### src/rtl/uart_tx_scheduler.sv
// Round-robin arbiter feeding one UART serializer: accepts one byte per frame from 3 requesters.
// Accept in IDLE (comb req_ready), tx_start next cycle; requesters are held off until WAIT/GAP finish.
module uart_tx_scheduler #(
    parameter int GAP_CYCLES     = 2,
    parameter int TIMEOUT_CYCLES = 64
) (
    input  logic        clk,
    input  logic        rst,
    input  logic [2:0]  req_valid,
    input  logic [23:0] req_data,
    output logic [2:0]  req_ready,
    output logic        tx_start,
    output logic [7:0]  tx_data,
    input  logic        tx_done,
    output logic        busy,
    output logic [1:0]  grant_id,
    output logic        timeout_err,
    input  logic        err_clr
);

    typedef enum logic [1:0] {S_IDLE, S_START, S_WAIT, S_GAP} state_t;

    localparam logic [15:0] TO_LAST  = 16'(TIMEOUT_CYCLES - 1);
    localparam logic [7:0]  GAP_LAST = (GAP_CYCLES == 0) ? 8'd0 : 8'(GAP_CYCLES - 1);

    state_t      r_state;
    logic [1:0]  r_last_grant;
    logic [15:0] r_wait_cnt;
    logic [7:0]  r_gap_cnt;
    logic        r_tx_start;
    logic [7:0]  r_tx_data;
    logic [1:0]  r_grant_id;
    logic        r_busy;
    logic        r_timeout_err;

    logic [1:0]  w_c0;
    logic [1:0]  w_c1;
    logic [1:0]  w_c2;
    logic [1:0]  w_grant_idx;
    logic        w_accept;

    function automatic logic [1:0] f_next(input logic [1:0] i);
        return (i == 2'd2) ? 2'd0 : i + 2'd1;
    endfunction

    // Search order starts just after the last winner and wraps over indices 0..2.
    always_comb begin
        w_c0 = f_next(r_last_grant);
        w_c1 = f_next(w_c0);
        w_c2 = f_next(w_c1);
        if (req_valid[w_c0])
            w_grant_idx = w_c0;
        else if (req_valid[w_c1])
            w_grant_idx = w_c1;
        else
            w_grant_idx = w_c2;
    end

    // rst gates the strobe so nothing looks accepted while reset is held.
    assign w_accept  = (r_state == S_IDLE) && !rst && (|req_valid);
    assign req_ready = w_accept ? (3'b001 << w_grant_idx) : 3'b000;

    always_ff @(posedge clk or posedge rst) begin
        if (rst) begin
            r_state       <= S_IDLE;
            r_last_grant  <= 2'd2;
            r_wait_cnt    <= 16'd0;
            r_gap_cnt     <= 8'd0;
            r_tx_start    <= 1'b0;
            r_tx_data     <= 8'h00;
            r_grant_id    <= 2'd0;
            r_busy        <= 1'b0;
            r_timeout_err <= 1'b0;
        end else begin
            r_tx_start <= 1'b0;
            if (err_clr)
                r_timeout_err <= 1'b0;
            case (r_state)
                S_IDLE: begin
                    if (w_accept) begin
                        r_state      <= S_START;
                        r_tx_start   <= 1'b1;
                        r_tx_data    <= req_data[{w_grant_idx, 3'b000} +: 8];
                        r_grant_id   <= w_grant_idx;
                        r_last_grant <= w_grant_idx;
                        r_busy       <= 1'b1;
                    end
                end
                S_START: begin
                    r_state    <= S_WAIT;
                    r_wait_cnt <= 16'd0;
                end
                S_WAIT: begin
                    if (tx_done || (r_wait_cnt == TO_LAST)) begin
                        // A late tx_done on the last allowed cycle still counts as success.
                        if (!tx_done)
                            r_timeout_err <= 1'b1;
                        if (GAP_CYCLES == 0) begin
                            r_state <= S_IDLE;
                            r_busy  <= 1'b0;
                        end else begin
                            r_state   <= S_GAP;
                            r_gap_cnt <= 8'd0;
                        end
                    end else begin
                        r_wait_cnt <= r_wait_cnt + 16'd1;
                    end
                end
                S_GAP: begin
                    if (r_gap_cnt == GAP_LAST) begin
                        r_state <= S_IDLE;
                        r_busy  <= 1'b0;
                    end else begin
                        r_gap_cnt <= r_gap_cnt + 8'd1;
                    end
                end
                default: begin
                    r_state <= S_IDLE;
                    r_busy  <= 1'b0;
                end
            endcase
        end
    end

    assign tx_start    = r_tx_start;
    assign tx_data     = r_tx_data;
    assign grant_id    = r_grant_id;
    assign busy        = r_busy;
    assign timeout_err = r_timeout_err;

endmodule

### config.mk
export PLATFORM = sky130hd
export DESIGN_NAME = uart_tx_scheduler
export DESIGN_NICKNAME = d
export VERILOG_FILES = /design/src/rtl/uart_tx_scheduler.sv
export SDC_FILE = /design/constraint.sdc
export NUM_CORES = 1
export LEC_CHECK = 0
export CORE_MARGIN = 10
export CORE_UTILIZATION = 40
export CTS_BUF_LIST = sky130_fd_sc_hd__clkbuf_8
export CTS_CLUSTER_SIZE = 20
export DETAILED_ROUTE_END_ITERATION = 10
export GPL_TIMING_DRIVEN = 0
export SYNTH_ARGS = -nofsm -noshare
export SYNTH_HDL_FRONTEND = slang
export SYNTH_SLANG_ARGS = --single-unit
export TNS_END_PERCENT = 5
### constraint.sdc
create_clock -name clk -period 4.3 [get_ports clk]
set_clock_uncertainty 0.2 [all_clocks]
set_input_delay 0.86 -clock clk [delete_from_list [all_inputs] [get_ports clk]]
set_output_delay 0.86 -clock clk [all_outputs]
set_load 0.01 [all_outputs]
==> flow_summary.ini, run 1 <==
[cells_and_area]
n_antenna_cell = 0
seqCellArea_sq_um = 1000
final_cell_mix = clkdlybuf4s50_1 (46), dfrtp_1 (39), nand2_1 (21), nand3_1 (21), inv_1 (19)
fin_nets = 362
drive_above_1_share = 0.102
multi_input_area_sq_um = 1360
area_growth_pct = 26.1
final_common_cell = clkdlybuf4s50_1
fin_area_sq_um = 3170
fillers = 584

[global_route]
grt_overflow_total = 0
grt_pass1_vias = 2236
grtUsageMet2 = 0.215
grtUsageMet3 = 0.0332
antenna_found_initial = 0
grt_usage = 0.137
grt_max_degree = 41
grt_busiest_layer = met2
grt_util_met1 = 0.182
grt_pass1_wl_microns = 11300

[synthesis]
netlist_instances = 269
ys_warn_count = 0
syn_area_sq_um = 2520
synth-simple-area-share = 0.269
async_flop_share = 1.00
ys.flop_type = dfrtp_1
synth_top_family_by_area = simple AND/OR/NAND/NOR gates
yosys.area.top_type = dfrtp_1
synthMuxAreaShare = 0.0323
synth.distinct_cells = 56
synthAdderAreaFrac = 0.0398
avgSynthCellArea_sq_um = 9.35
yosysTopAreaCellShare = 0.388
synth-compound-area-share = 0.198
synth_nets = 308
synth.area.top_cells = dfrtp_1 (39%), nand3_1 (4.2%), ha_1 (4.0%)
yosysSeqAreaShare = 0.398
synth_xor_area_frac = 0
synth_edf_count = 0
ys_seq_elements = 40

[sta]
period_minus_slack_ns = 4.07
tightest_slew_ns = 0.854
finalHoldViolCount = 0
drv_slew = 0
setup_ws_ns = 0.229
slew_headroom = 0.430
finalCritPeriodShare = 0.947
setup_viol = 0
fin_hold_ws_ns = 0.315
final.setup.tns_ns = 0
max_clock_freq_mhz = 246
rsz0062_at_grt = no

[worst_setup_path]
start_kind = input port
worstPathArrival_ns = 3.01
cp-endpoint = req_ready[0]
critical_path_required_ns = 3.24
cp_max_fo = 10
crit_start = req_valid[1]
regToRegSetupSlack_ns = 1.74
critPathKind = in -> out
rr_worst_depth = 7
r2r_end = r_gap_cnt[1]
cp-end-kind = output port
r2r_start = r_state[0]

[clock_tree]
postCtsResizedCells = 0
cts_tree = built
clockRootBuffer = clkbuf_8
worst_skew_pair.late_latency_ns = 0.30
cts_max_level = 2
path_clk_slew_ns = 0.08
cts_sinks = 40
cts_made_buffers = 5
clock_path_buffers = 2

[placement]
placed_area_sq_um = 3070
hpwl_microns = 4910
place_ws_ns = 0.0703
gp_congestion = 0.809
portBuffers = 46

[status]
run_status = finished clean

[floorplan]
fp.coreArea_sq_um = 6030
io_pins = 47
die-width_microns = 99.3
die_area_sq_um = 9860
dieHeight_microns = 99.3
rows = 28
start_util = 0.418

[drt]
drt_wl_total_microns = 6640
drc = 0
via_per_inst = 5.54
antenna_left = 0
drt_iter0_markers = 83
dr_total_vias = 2210
first_pass_iters = 4
wire_per_inst_microns = 16.6

[pwr]
finalPower_w = 0.00157
p_int_w = 0.000949
p_switching_w = 0.000623
power_frac_comb = 0.467
pwr_density_cell_nw_per_um2 = 495
leakagePower_nw = 1.34
swShare = 0.396
seq_power_share = 0.363
p_clk_frac = 0.169
worst_ir_drop_vdd_mv = 0.238

[run]
cap_violations = 0

[min_path]
hp-class = reg -> reg
-- flip-flops by register name, summed over array words and instances (netlist names) --
| name | flops |
|---|---|
| r_wait_cnt | 16 |
| r_last_grant | 2 |
| tx_data | 8 |
| grant_id | 1 |
| busy | 1 |
| r_state | 2 |
| tx_start | 1 |
| timeout_err | 1 |
| r_gap_cnt | 8 |
-- area by class of cell --
| type | count | area share |
|---|---|---|
| Sequential cell | 40 | 0.316 |
| Tap cell | 75 | 0.0296 |
| Timing Repair Buffer | 47 | 0.148 |
| Multi-Input combinational cell | 195 | 0.428 |
| Inverter | 20 | 0.0237 |
| Clock inverter | 2 | 0.00355 |
| Buffer | 14 | 0.0260 |
| Clock buffer | 6 | 0.0260 |
-- kinds of logic (layout without fill, tap and decap cells) --
group                    count (synthesis)  in the layout
AO/OA/AOI/OAI                           65             65
buffers and inverters                   34             89
flip-flops                              40             40
AND/OR/NAND/NOR                        114            114
adder cells (fa/ha/maj)                  8              8
multiplexers                             8              8
-- per-layer routing --
metal | vias up | part of all wire | routed length (microns)
met5 | - | 0 | 0
met4 | 0 | 0.011 | 76
met3 | 7 | 0.036 | 239
met2 | 30 | 0.47 | 3090
met1 | 1054 | 0.49 | 3240
li1 | 1119 | - | -
-- cells in the mapped netlist, drive strengths merged, types with 2 or more instances --
master,instances
a2bb2oi,5
and3,9
inv,20
ha,8
a41oi,3
nor4b,2
dfrtp,39
nor2b,6
and2,6
mux2i,7
nand3b,3
nor4,5
o31ai,2
a31oi,3
or3,2
nand3,21
o221ai,6
a21oi,10
a21o,2
buf,8
nand4,13
clkbuf,6
a221o,3
nand2,21
nor2,14
or4,2
nand2b,6
o211ai,13
o21ai,6
-- how the worst min path moves through the flow --
stage	endpoint	from	slack (ns)	cells past startpoint
finish	busy	busy	0.31	1
global route	r_wait_cnt[0]	r_wait_cnt[0]	0.34	1
floorplan	r_last_grant[0]	r_last_grant[0]	0.29	1
CTS	busy	busy	0.31	1
global placement	busy	busy	0.28	1
detailed placement	busy	busy	0.29	1
-- power by group through the flow --
| stage | registers, W | logic (W) | clock network (W) |
|---|---|---|---|
| global route | 0.000587 | 0.000830 | 0.000294 |
| detailed placement | 0.000575 | 0.000739 | 0 |
| CTS | 0.000570 | 0.000742 | 0.000274 |
| floorplan | 0.000581 | 0.000449 | 0 |
| global placement | 0.000574 | 0.000734 | 0 |
| finish | 0.000571 | 0.000734 | 0.000266 |
-- repair_timing --
| action | in CTS | in global routing |
|---|---|---|
| hold buffers | 0 | 0 |
| setup buffers | 0 | 1 |
| endpoints found under the setup margin | 0 | 1 |
-- stage by stage --
step	util	std cells
after floorplan	-	269
after global placement	0.510	390
after detailed placement	0.510	390
after CTS	0.525	398
after global routing	0.526	399
final	0.526	399
-- critical path, stage by stage --
cell and delay (ns):
clkdlybuf4s50_1 0.49, or3_1 0.39, buf_2 0.16, nand2_1 0.11, buf_4 0.18, inv_2 0.11
nand4_1 0.17, inv_1 0.06, clkdlybuf4s50_1 0.48
Note: power is estimated with default switching activity, not from simulation.
==> run 2: changes to the inputs <==
--- a/config.mk
+++ b/config.mk
@@ -5,6 +5,7 @@
 export SDC_FILE = /design/constraint.sdc
 export NUM_CORES = 1
 export LEC_CHECK = 0
+export CORE_ASPECT_RATIO = 1.5
 export CORE_MARGIN = 10
 export CORE_UTILIZATION = 40
 export CTS_BUF_LIST = sky130_fd_sc_hd__clkbuf_8
==> flow_summary.ini, run 2 (synthesis gave the netlist of run 1 again) <==
[worst_setup_path]
start_kind = input port
cp-end-kind = output port
critPathKind = in -> out
critical_path_required_ns = 3.24
cp_max_fo = 10
worstPathArrival_ns = 3.07

[sta]
tightest_slew_ns = 0.839
drv_slew = 0
final.setup.tns_ns = 0
fin_hold_ws_ns = 0.311
finalHoldViolCount = 0
rsz0062_at_grt = no
slew_headroom = 0.440
finalCritPeriodShare = 0.960
period_minus_slack_ns = 4.13
max_clock_freq_mhz = 242
setup_viol = 0

[floorplan]
rows = 35
fp.coreArea_sq_um = 6130
io_pins = 47
dieHeight_microns = 117
start_util = 0.410
die_area_sq_um = 9930
die-width_microns = 84.8

[drt]
dr_total_vias = 2241
first_pass_iters = 6
route.top_layer_used = met4
via_per_inst = 5.63
drt_iter0_markers = 94
drc = 0
wl_met3_microns = 429
drt_wl_total_microns = 6690
antenna_left = 0
wire_per_inst_microns = 16.8
wl_met1_microns = 2680
wl_met2_microns = 3490

[pwr]
p_switching_w = 0.000632
leakagePower_nw = 1.35
p_int_w = 0.00101
worst_ir_drop_vdd_mv = 0.221
power_frac_comb = 0.448
pwr_density_cell_nw_per_um2 = 514
p_clk_frac = 0.204
seq_power_share = 0.348
swShare = 0.385
finalPower_w = 0.00164

[min_path]
hp-class = reg -> reg

[clock_tree]
worst_skew_pair.late_latency_ns = 0.30
path_clk_slew_ns = 0.08
cts_made_buffers = 5
cts_max_level = 2
cts_tree = built
clockRootBuffer = clkbuf_8
clock_path_buffers = 2
cts_sinks = 40

[global_route]
grt_max_degree = 41
antenna_found_initial = 0
grt_pass1_wl_microns = 11500
grt_pass1_vias = 2378
grt_usage = 0.140
grt_overflow_total = 0

[run]
cap_violations = 0

[cells_and_area]
largest_reg_flops = 16
regMostFlops = r_wait_cnt
fillers = 610
n_antenna_cell = 0
final_common_cell = clkdlybuf4s50_1
final_cell_mix = clkdlybuf4s50_1 (46), dfrtp_1 (39), nand2_1 (21), nand3_1 (21), inv_1 (18)
drive_above_1_share = 0.108
fin_util = 0.522
area_growth_pct = 27.2
fin_nets = 362

[status]
run_status = finished clean

[placement]
gp_congestion = 0.807
hpwl_microns = 5110
portBuffers = 46
==> run 2: cell count changes in the layout (fill, tap and decap cells not counted), sizes merged <==
cell      before  now
bufinv         0    1
clkinv         0    1
clkinvlp       1    0
inv           21   20
==> run 2: area by class of cell <==
cell class	count	area, sq um	area share
Multi-Input combinational cell	195	1360	0.425
Sequential cell	40	1000	0.313
Clock buffer	6	82.6	0.0258
Timing Repair Buffer	47	468	0.146
Buffer	14	82.6	0.0258
Clock inverter	2	38.8	0.0121
Tap cell	74	92.6	0.0289
Inverter	20	75.1	0.0235
==> run 2: critical path, cell delays in order <==
cell and delay (ns):
clkdlybuf4s50_1 0.49, or3_1 0.39, buf_2 0.16, nand2_1 0.10, buf_4 0.19, inv_2 0.10, nand4_1 0.22, inv_1 0.07
clkdlybuf4s50_1 0.48
==> run 2: worst paths after layout <==
| check | cells past startpoint | endpoint | start | slack, ns |
|---|---|---|---|---|
| setup / recovery | 9 | req_ready[0] | req_valid[1] | 0.17 |
| hold / removal | 1 | busy | busy | 0.31 |
| setup reg to reg | 7 | r_gap_cnt[3] | r_state[0] | 1.81 |
| hold reg to reg | 1 | busy | busy | 0.31 |
| max in group asynchronous | 2 | r_wait_cnt[8] | rst | 2.48 |
| min in group asynchronous | 2 | tx_data[1] | rst | 0.89 |
==> run 2: per-layer routing <==
metal / vias up / GRT usage
met3: 8 / 0.0450
met5: - / 0
met4: 0 / 0.0474
li1: 1114 / -
met1: 1069 / 0.142
met2: 50 / 0.263
==> run 2: metrics by stage <==
step / setup slack [ns] / cells / cell area (sq um)
after global routing: 0.0426 / 398 / 3200
after global placement: 0.123 / 389 / 3070
after floorplan: 1.34 / 269 / 2520
after detailed placement: 0.0980 / 389 / 3070
after CTS: 0.0759 / 397 / 3190
final: 0.172 / 398 / 3200
==> run 2: power groups by stage <==
stage          clock (W)  sequential, W  combinational, W
4_1_cts         0.000347       0.000574          0.000748
2_1_floorplan          0       0.000581          0.000449
5_1_grt         0.000359       0.000591          0.000837
3_3_place_gp           0       0.000577          0.000736
6_report        0.000335       0.000573          0.000736
3_5_place_dp           0       0.000579          0.000744
==> run 2: timing repair <==
action / CTS / global route
gates resized for setup: 0 / 1
endpoints found under the setup margin: 0 / 1
hold buffers: 0 / 0
buffers inserted: 0 / 1
